===== src/rtl/down_counter_chain_pkg.sv =====
// Shared definitions for the 4-bit-slice counter chains: slice width and
// the elaboration-time width legality check.
package counter_pkg;

  localparam int unsigned SLICE_W = 4;

  typedef logic [SLICE_W-1:0] nibble_t;

  function automatic bit width_ok(int unsigned w);
    return (w >= SLICE_W) && ((w % SLICE_W) == 0);
  endfunction

endpackage


===== src/rtl/down_counter_chain_if.sv =====
// Count-enable / preset / status bundle of the down-counter chain.
interface down_counter_chain_if #(
  parameter int unsigned WIDTH = 8
);
  logic             ce;
  logic [WIDTH-1:0] preset;
  logic [WIDTH-1:0] counter;
  logic             tc;
  logic             underflow;

  modport master (output ce, preset, input counter, tc, underflow);
  modport slave  (input ce, preset, output counter, tc, underflow);
endinterface


===== src/rtl/down_counter_chain_slice.sv =====
// One 4-bit down-counting slice: synchronous load beats decrement; the
// borrow-out enables the next slice only when this slice is at zero.
module down_slice4
  import counter_pkg::*;
(
  input  logic    clk,
  input  logic    ld,
  input  nibble_t d,
  input  logic    bi,
  output nibble_t q,
  output logic    bo
);

  localparam nibble_t ONE = nibble_t'(1);

  always_ff @(posedge clk) begin
    if (ld)      q <= d;
    else if (bi) q <= q - ONE;
  end

  assign bo = bi & (q == '0);

endmodule


===== src/rtl/down_counter_chain.sv =====
// WIDTH-bit synchronous down-counter built from a ripple-borrow chain of
// 4-bit slices, with periodic auto-reload or one-shot stop at zero.
module down_counter_chain
  import counter_pkg::*;
#(
  parameter int unsigned WIDTH      = 8,
  parameter bit          AUTORELOAD = 1'b1
) (
  input  logic                 clk,
  input  logic                 rst,
  down_counter_chain_if.slave  bus
);

  localparam int unsigned NSLICE = WIDTH / SLICE_W;

  if (!width_ok(WIDTH)) begin : g_bad_width
    $error("down_counter_chain: WIDTH must be a multiple of 4 and at least 4");
  end

  logic [WIDTH-1:0] counter;
  logic [NSLICE:0]  borrow;
  logic             zero;
  logic             tc;
  logic             ld;
  logic             underflow;

  assign zero = (counter == '0);

  // With the chain ungated, the borrow out of the top slice is exactly ce & zero.
  assign tc = AUTORELOAD ? borrow[NSLICE] : (bus.ce & zero);

  assign ld = ~rst | (AUTORELOAD & tc);

  // One-shot mode blocks the chain at zero so it never wraps to all-ones.
  assign borrow[0] = AUTORELOAD ? bus.ce : (bus.ce & ~zero);

  for (genvar k = 0; k < NSLICE; k++) begin : g_slice
    down_slice4 u_slice (
      .clk (clk),
      .ld  (ld),
      .d   (bus.preset[k*SLICE_W +: SLICE_W]),
      .bi  (borrow[k]),
      .q   (counter[k*SLICE_W +: SLICE_W]),
      .bo  (borrow[k+1])
    );
  end

  always_ff @(posedge clk) begin
    if (!rst)            underflow <= 1'b0;
    else if (AUTORELOAD) underflow <= tc;
    else                 underflow <= bus.ce & (counter == WIDTH'(1));
  end

  assign bus.counter   = counter;
  assign bus.tc        = tc;
  assign bus.underflow = underflow;

endmodule


===== src/flat_wrapper.sv =====
// flat-port wrapper written by rule: the top's interface ports become plain ports
module down_counter_chain_flat import counter_pkg::*;
#(
  parameter int unsigned WIDTH      = 8,
  parameter bit          AUTORELOAD = 1'b1
)
  (clk, rst, bus_ce, bus_preset, bus_counter, bus_tc, bus_underflow);
  down_counter_chain_if #(.WIDTH(WIDTH)) bus_i ();
  input  logic clk;
  input  logic rst;
  input wire logic [$bits(bus_i.ce)-1:0] bus_ce;
  input wire logic [$bits(bus_i.preset)-1:0] bus_preset;
  output wire logic [$bits(bus_i.counter)-1:0] bus_counter;
  output wire logic [$bits(bus_i.tc)-1:0] bus_tc;
  output wire logic [$bits(bus_i.underflow)-1:0] bus_underflow;
  assign bus_i.ce = bus_ce;
  assign bus_i.preset = bus_preset;
  assign bus_counter = bus_i.counter;
  assign bus_tc = bus_i.tc;
  assign bus_underflow = bus_i.underflow;
  down_counter_chain #(.WIDTH(WIDTH), .AUTORELOAD(AUTORELOAD)) u_core (.clk(clk), .rst(rst), .bus(bus_i));
endmodule

===== config.mk =====
export PLATFORM = sky130hd
export DESIGN_NAME = down_counter_chain_flat
export DESIGN_NICKNAME = d
export VERILOG_FILES = /design/src/rtl/down_counter_chain_pkg.sv /design/src/rtl/down_counter_chain_if.sv /design/src/rtl/down_counter_chain_slice.sv /design/src/rtl/down_counter_chain.sv /design/src/flat_wrapper.sv
export SDC_FILE = /design/constraint.sdc
export NUM_CORES = 1
export LEC_CHECK = 0
export ABC_AREA = 1
export BUFFER_PORTS_ARGS = -buffer_cell sky130_fd_sc_hd__clkbuf_2
export CAP_MARGIN = 30
export CORE_MARGIN = 1.5
export CORE_UTILIZATION = 40
export CTS_CLUSTER_DIAMETER = 150
export DETAILED_ROUTE_END_ITERATION = 8
export GPL_ROUTABILITY_DRIVEN = 0
export PLACE_DENSITY = 0.71
export REMOVE_ABC_BUFFERS = 1
export SLEW_MARGIN = 20
export SYNTH_ARGS = -nofsm -noshare
export SYNTH_HDL_FRONTEND = slang
export SYNTH_HIERARCHICAL = 1
export SYNTH_SLANG_ARGS = --single-unit

===== constraint.sdc =====
create_clock -name clk -period 1.96 [get_ports clk]
set_clock_uncertainty 0.05 [all_clocks]
set_input_delay 0.196 -clock clk [delete_from_list [all_inputs] [get_ports clk]]
set_output_delay 0.196 -clock clk [all_outputs]
set_load 0.02 [all_outputs]

# Word level (Yosys, flattened, before mapping)
# Index checks and enable logic that the tools add are counted.
[classes]
addsub = 2
muxes = 4
bitwise_logic = 4
reduce_logical = 4
[ops]
columns = ["op", "count"]
rows = [
  ["4-bit 2-to-1 mux", 4],
  ["4-bit zero test", 2],
  ["4-bit by 1-bit subtractor with 4-bit output (second input constant)", 2],
  ["2-bit nonzero test", 2],
  ["1-bit bitwise AND", 2],
  ["1-bit NOT", 1],
  ["1-bit OR", 1],
]
[word_totals]
regBits = 9

# Depth between registers and ports, before layout
[depth]
ltp_word = 5
mapped_depth = 12

# Cells and area by module
# Netlist, hierarchy kept.
[modules_own_cells]
columns = ["mod", "instances", "cells_each", "area_per_inst_um2", "seq_area_each_um2"]
rows = [
  ["down_slice4", 2, 28, 246.5, 120.1],
  ["down_counter_chain", 1, 5, 35.0, 20.0],
]

# Worst setup path before layout
# No wires, ideal clock.
[synth_timing]
path_type = "reg-to-reg"
from = "reg u_core.g_slice[0].u_slice.q[0]"
to = "reg u_core.g_slice[1].u_slice.q[0], enable pin"
setup_ns = 0.307
arrival_time_ns = 2.104
path_slack_ns = -0.501
path_stages_with_launch = 11
path_cell_list = "edfxtp_1 > inv_1 > ha_1 > nand2_1 > nor3_1 > nand2_1 > nor3_1 > inv_1 > nand2_1 > clkbuf_2 > or2_1"
[synth_via]
elab_chain_cells = 5
[synth_lines]
columns = ["item", "line_no", "source"]
rows = [
  ["start, declared", "down_counter_chain_slice.sv:10", "output nibble_t q,"],
  ["start signal, assigned", "down_counter_chain_slice.sv:18", "else if (bi) q <= q - ONE;"],
  ["4-bit zero test", "down_counter_chain_slice.sv:21", "assign bo = bi & (q == '0);"],
  ["1-bit bitwise AND", "down_counter_chain_slice.sv:21", ""],
  ["net u_core.borrow[1]", "down_counter_chain.sv:21", "logic [NSLICE:0] borrow;"],
  ["1-bit bitwise AND", "down_counter_chain_slice.sv:21", ""],
  ["net bus_tc", "flat_wrapper.sv:14", "output wire logic [$bits(bus_i.tc)-1:0] bus_tc;"],
  ["1-bit OR", "down_counter_chain.sv:32", "assign ld = ~rst | (AUTORELOAD & tc);"],
  ["net u_core.ld", "down_counter_chain.sv:24", "logic ld;"],
  ["2-bit nonzero test (no source line)", "-", ""],
  ["end signal, assigned", "down_counter_chain_slice.sv:18", ""],
  ["end, declared", "down_counter_chain_slice.sv:10", ""],
]
# The timed path passes the listed nets, and every way through them passes these cells.
# A chain may end at the register's enable or synchronous reset.

# Final worst setup path
[layout_timing]
from = "reg u_core.g_slice[0].u_slice.q[1]"
to = "out bus_tc"
[layout_via]
elab_chain_cells = 3
[layout_lines]
columns = ["item", "line_no"]
rows = [
  ["4-bit zero test", "down_counter_chain_slice.sv:21"],
  ["1-bit bitwise AND", "down_counter_chain_slice.sv:21"],
  ["net u_core.borrow[1]", "down_counter_chain.sv:21"],
  ["1-bit bitwise AND", "down_counter_chain_slice.sv:21"],
  ["end, declared", "flat_wrapper.sv:14"],
]
# The timed path passes the listed nets, and every way through them passes these cells.

==> results.md <==
- Core area: 1170 um^2
- Yosys Warn Count: 6
- CP Buf/Inv Count: 3
- Relative slew slack: 87.1%
- Largest family of logic cells by synthesized area: simple AND/OR/NAND/NOR gates
- Crit. Startpoint: u_core/g_slice[0].u_slice/q[1]
- Starting DRT DRC Count: 9
- First-pass detailed-route iteration total: 4
- Via-per-instance ratio: 4.68
- Placed Instances: 101
- Synth Area in XOR/XNOR: 3.32%
- Sink Count: 9
- Synth-to-Final Area Change: 40.5%
- Post-Synth Adder-Cell Area: 9.48%
- Initial antenna violation count: 0
- CP Launch Type: register
- Pwr/cell area: 749 nW/um^2
- Final Hold Viols: 0
- Num ports: 21
- Cell Area, Synth: 528 um^2
- RSZ-0062 raised after global routing: no
- Effective utilization at floorplan: 45.1%
- Seq cells post-synth: 9
- Vias in the first global route: 453
- Post-detail-place hpwl: 869 um
- Leak pwr: 0.382 nW
- Ratio of final minimum period to clock period: 91.4%
- WS Path Type: reg -> out
- Mux contribution to synthesized area: 0%
- Die Footprint: 1550 um^2
- Max incr delay on CP: 0.41 ns
- ANT nets after route: 0
- Port-buffer cells: 20
- Post-synthesis compound-gate area fraction: 5.69%
- Post-synthesis simple-gate area fraction: 23.2%
- Max Slew Vio Count: 0
- Critical-path cell list: inv_2 > ha_1 > nand2_1 > nor3_2 > nand2_1 > nor3_2 > buf_4 > buf_4
- Final std cells w/o fill: 105
- Critical path depth in cells: 8
- VDD IR-drop max: 0.000506 V
- CTS buffer count: 3
- Via count: 491
- Row cnt: 12
- DIE WIDTH: 39.3 um
- Drt total wl: 1100 um
- Slowest CP cell: edfxtp_1
- Layout cell share with drive strength beyond 1: 41.8%
- Syn Area/Cell: 8.66 um^2
- WL/cell: 10.4 um
- Worst Tran Pin Value: 0.193 ns
- Post-layout util: 63.4%
- CTS tree: built
- Final routed DRC violation total: 0
- Largest net degree at the start of global routing: 9
- CTS H-tree lvls: 1
- Die Ht: 39.3 um
- Crit-path leading delay family: flip-flops
- Global route overflow: 0
- Final Critical Period: 1.79 ns
- Root Buffer: clkbuf_4
- Critical path fanouts, max: 2
- Worst path required time: 1.71 ns
- R2R depth: 9
- Critical R2R Launch: u_core/g_slice[0].u_slice/q[1]
- First-pass GRT wire length: 1870 um
- Max-cap violations: 0
- Status: finished, final reports clean
- Gr usage total: 19.9%
- Tightest Hold Check Type: in -> reg
- CP Capture Type: output pin
- Clock Pin Slew Worst Setup and Hold Paths: 0.07 ns
- Worst reg2reg path endpoint: u_core/g_slice[1].u_slice/q[2]
- Max frequency: 558 MHz
- Antenna cell count: 0
- Reg-to-reg slack, setup: 0.20 ns
- Total Nets Final: 107
- Hold WS: 0.109 ns
- CP endpoint: bus_tc
- Netlist cell types: 13
- Seq/Total Area, Yosys: 49.3%
- Arr. time, crit path: 1.54 ns
- Setup tns final: 0 ns
- Instance count of the mapped netlist: 61
- Final setup viols: 0
- Max Root-Sink Buffers: 2
- Worst-Skew Late Latency: 0.27 ns
## cell usage after synthesis
master | instances | area share [%]
or2_1 | 2 | 2.4
dfxtp_1 | 1 | 3.8
nand3_1 | 4 | 3.8
nor3_1 | 2 | 1.9
nor2_2 | 2 | 2.4
xnor2_1 | 2 | 3.3
clkbuf_2 | 2 | 1.9
ha_1 | 4 | 9.5
edfxtp_1 | 8 | 45
o21ai_1 | 2 | 1.9
inv_1 | 10 | 7.1
nand2_1 | 18 | 13
o21ai_0 | 4 | 3.8
## worst register-to-register path: cells and delay by family (launching register included)
family | cells | cell delay, ns
and+or+nand+nor | 6 | 0.70
buffers and inverters | 2 | 0.17
DFF | 1 | 0.41
adders and majority gates | 1 | 0.14
## cells in the final DEF (no fill, tap or decap)
master	Yosys	layout
ha_1	4	4
inv_1	10	8
nand3_1	4	4
inv_2	0	2
nor3_2	0	2
nand2_1	18	17
xnor2_1	2	2
clkbuf_2	2	19
clkbuf_4	0	3
clkbuf_1	0	1
buf_4	0	9
o21ai_0	4	3
nor2_2	2	2
dfxtp_1	1	1
or2_1	2	2
nand2_4	0	1
edfxtp_1	8	8
o21ai_1	2	3
## how the worst min path moves through the flow
stage	cells past startpoint	from	to
2_1_floorplan	2	rst	u_core/bus.underflow
3_3_place_gp	3	rst	u_core/bus.underflow
3_5_place_dp	3	rst	u_core/bus.underflow
4_1_cts	3	rst	u_core/bus.underflow
5_1_grt	3	rst	u_core/bus.underflow
6_report	3	rst	u_core/bus.underflow
## per-stage QoR
step	setup WS (ns)	power [W]	area, um^2
after floorplan	-0.600	0.000341	518
after global placement	0.0482	0.000404	696
after detailed placement	-0.0345	0.000407	696
after CTS	0.0479	0.000555	729
after global routing	0.00574	0.000601	742
final	0.169	0.000556	742
## logic make-up (layout without fill, tap and decap cells)
logic type / Yosys count / in the layout
simple gates: 28 / 28
buf+inv: 12 / 42
xor+xnor: 2 / 2
compound gates: 6 / 6
flops: 9 / 9
fa+ha+maj: 4 / 4
## layout make-up
cell class,instances,area [um^2]
timing repair buffer,28,163
tap,14,17.5
sequential,9,260
inverter,10,37.5
fill,102,429
clock buffer,4,26.3
multi-input combinational,40,238
## power breakdown
group | total, W | internal, W | switching [W]
logic | 0.000153 | 0.0000667 | 0.0000865
registers | 0.000255 | 0.000237 | 0.0000188
clock network | 0.000147 | 0.0000785 | 0.0000687
total | 0.000556 | 0.000382 | 0.000174
## registers in the layout (all words and copies together), names as in the netlist
signal / count
u_core/g_slice.u_slice/q: 8
u_core/bus.underflow: 1
## repair_timing
item                                    CTS  global route
endpoints found under the setup margin   10            15
setup buffers                             0             0
resized for setup                         2             7
hold buffers                              0             0
## layer usage
layer  GRT usage [%]  routed length [um]  vias up  share of wire (%)
li1                -                   -      253                  -
met2            32.9                 555       19                 51
met3            10.2                  85        2                7.8
met1            20.1                 443      217                 40
met4            10.3                  12        0                1.1
met5               0                   0        -                  0
Note: power is estimated with default switching activity, not from simulation.
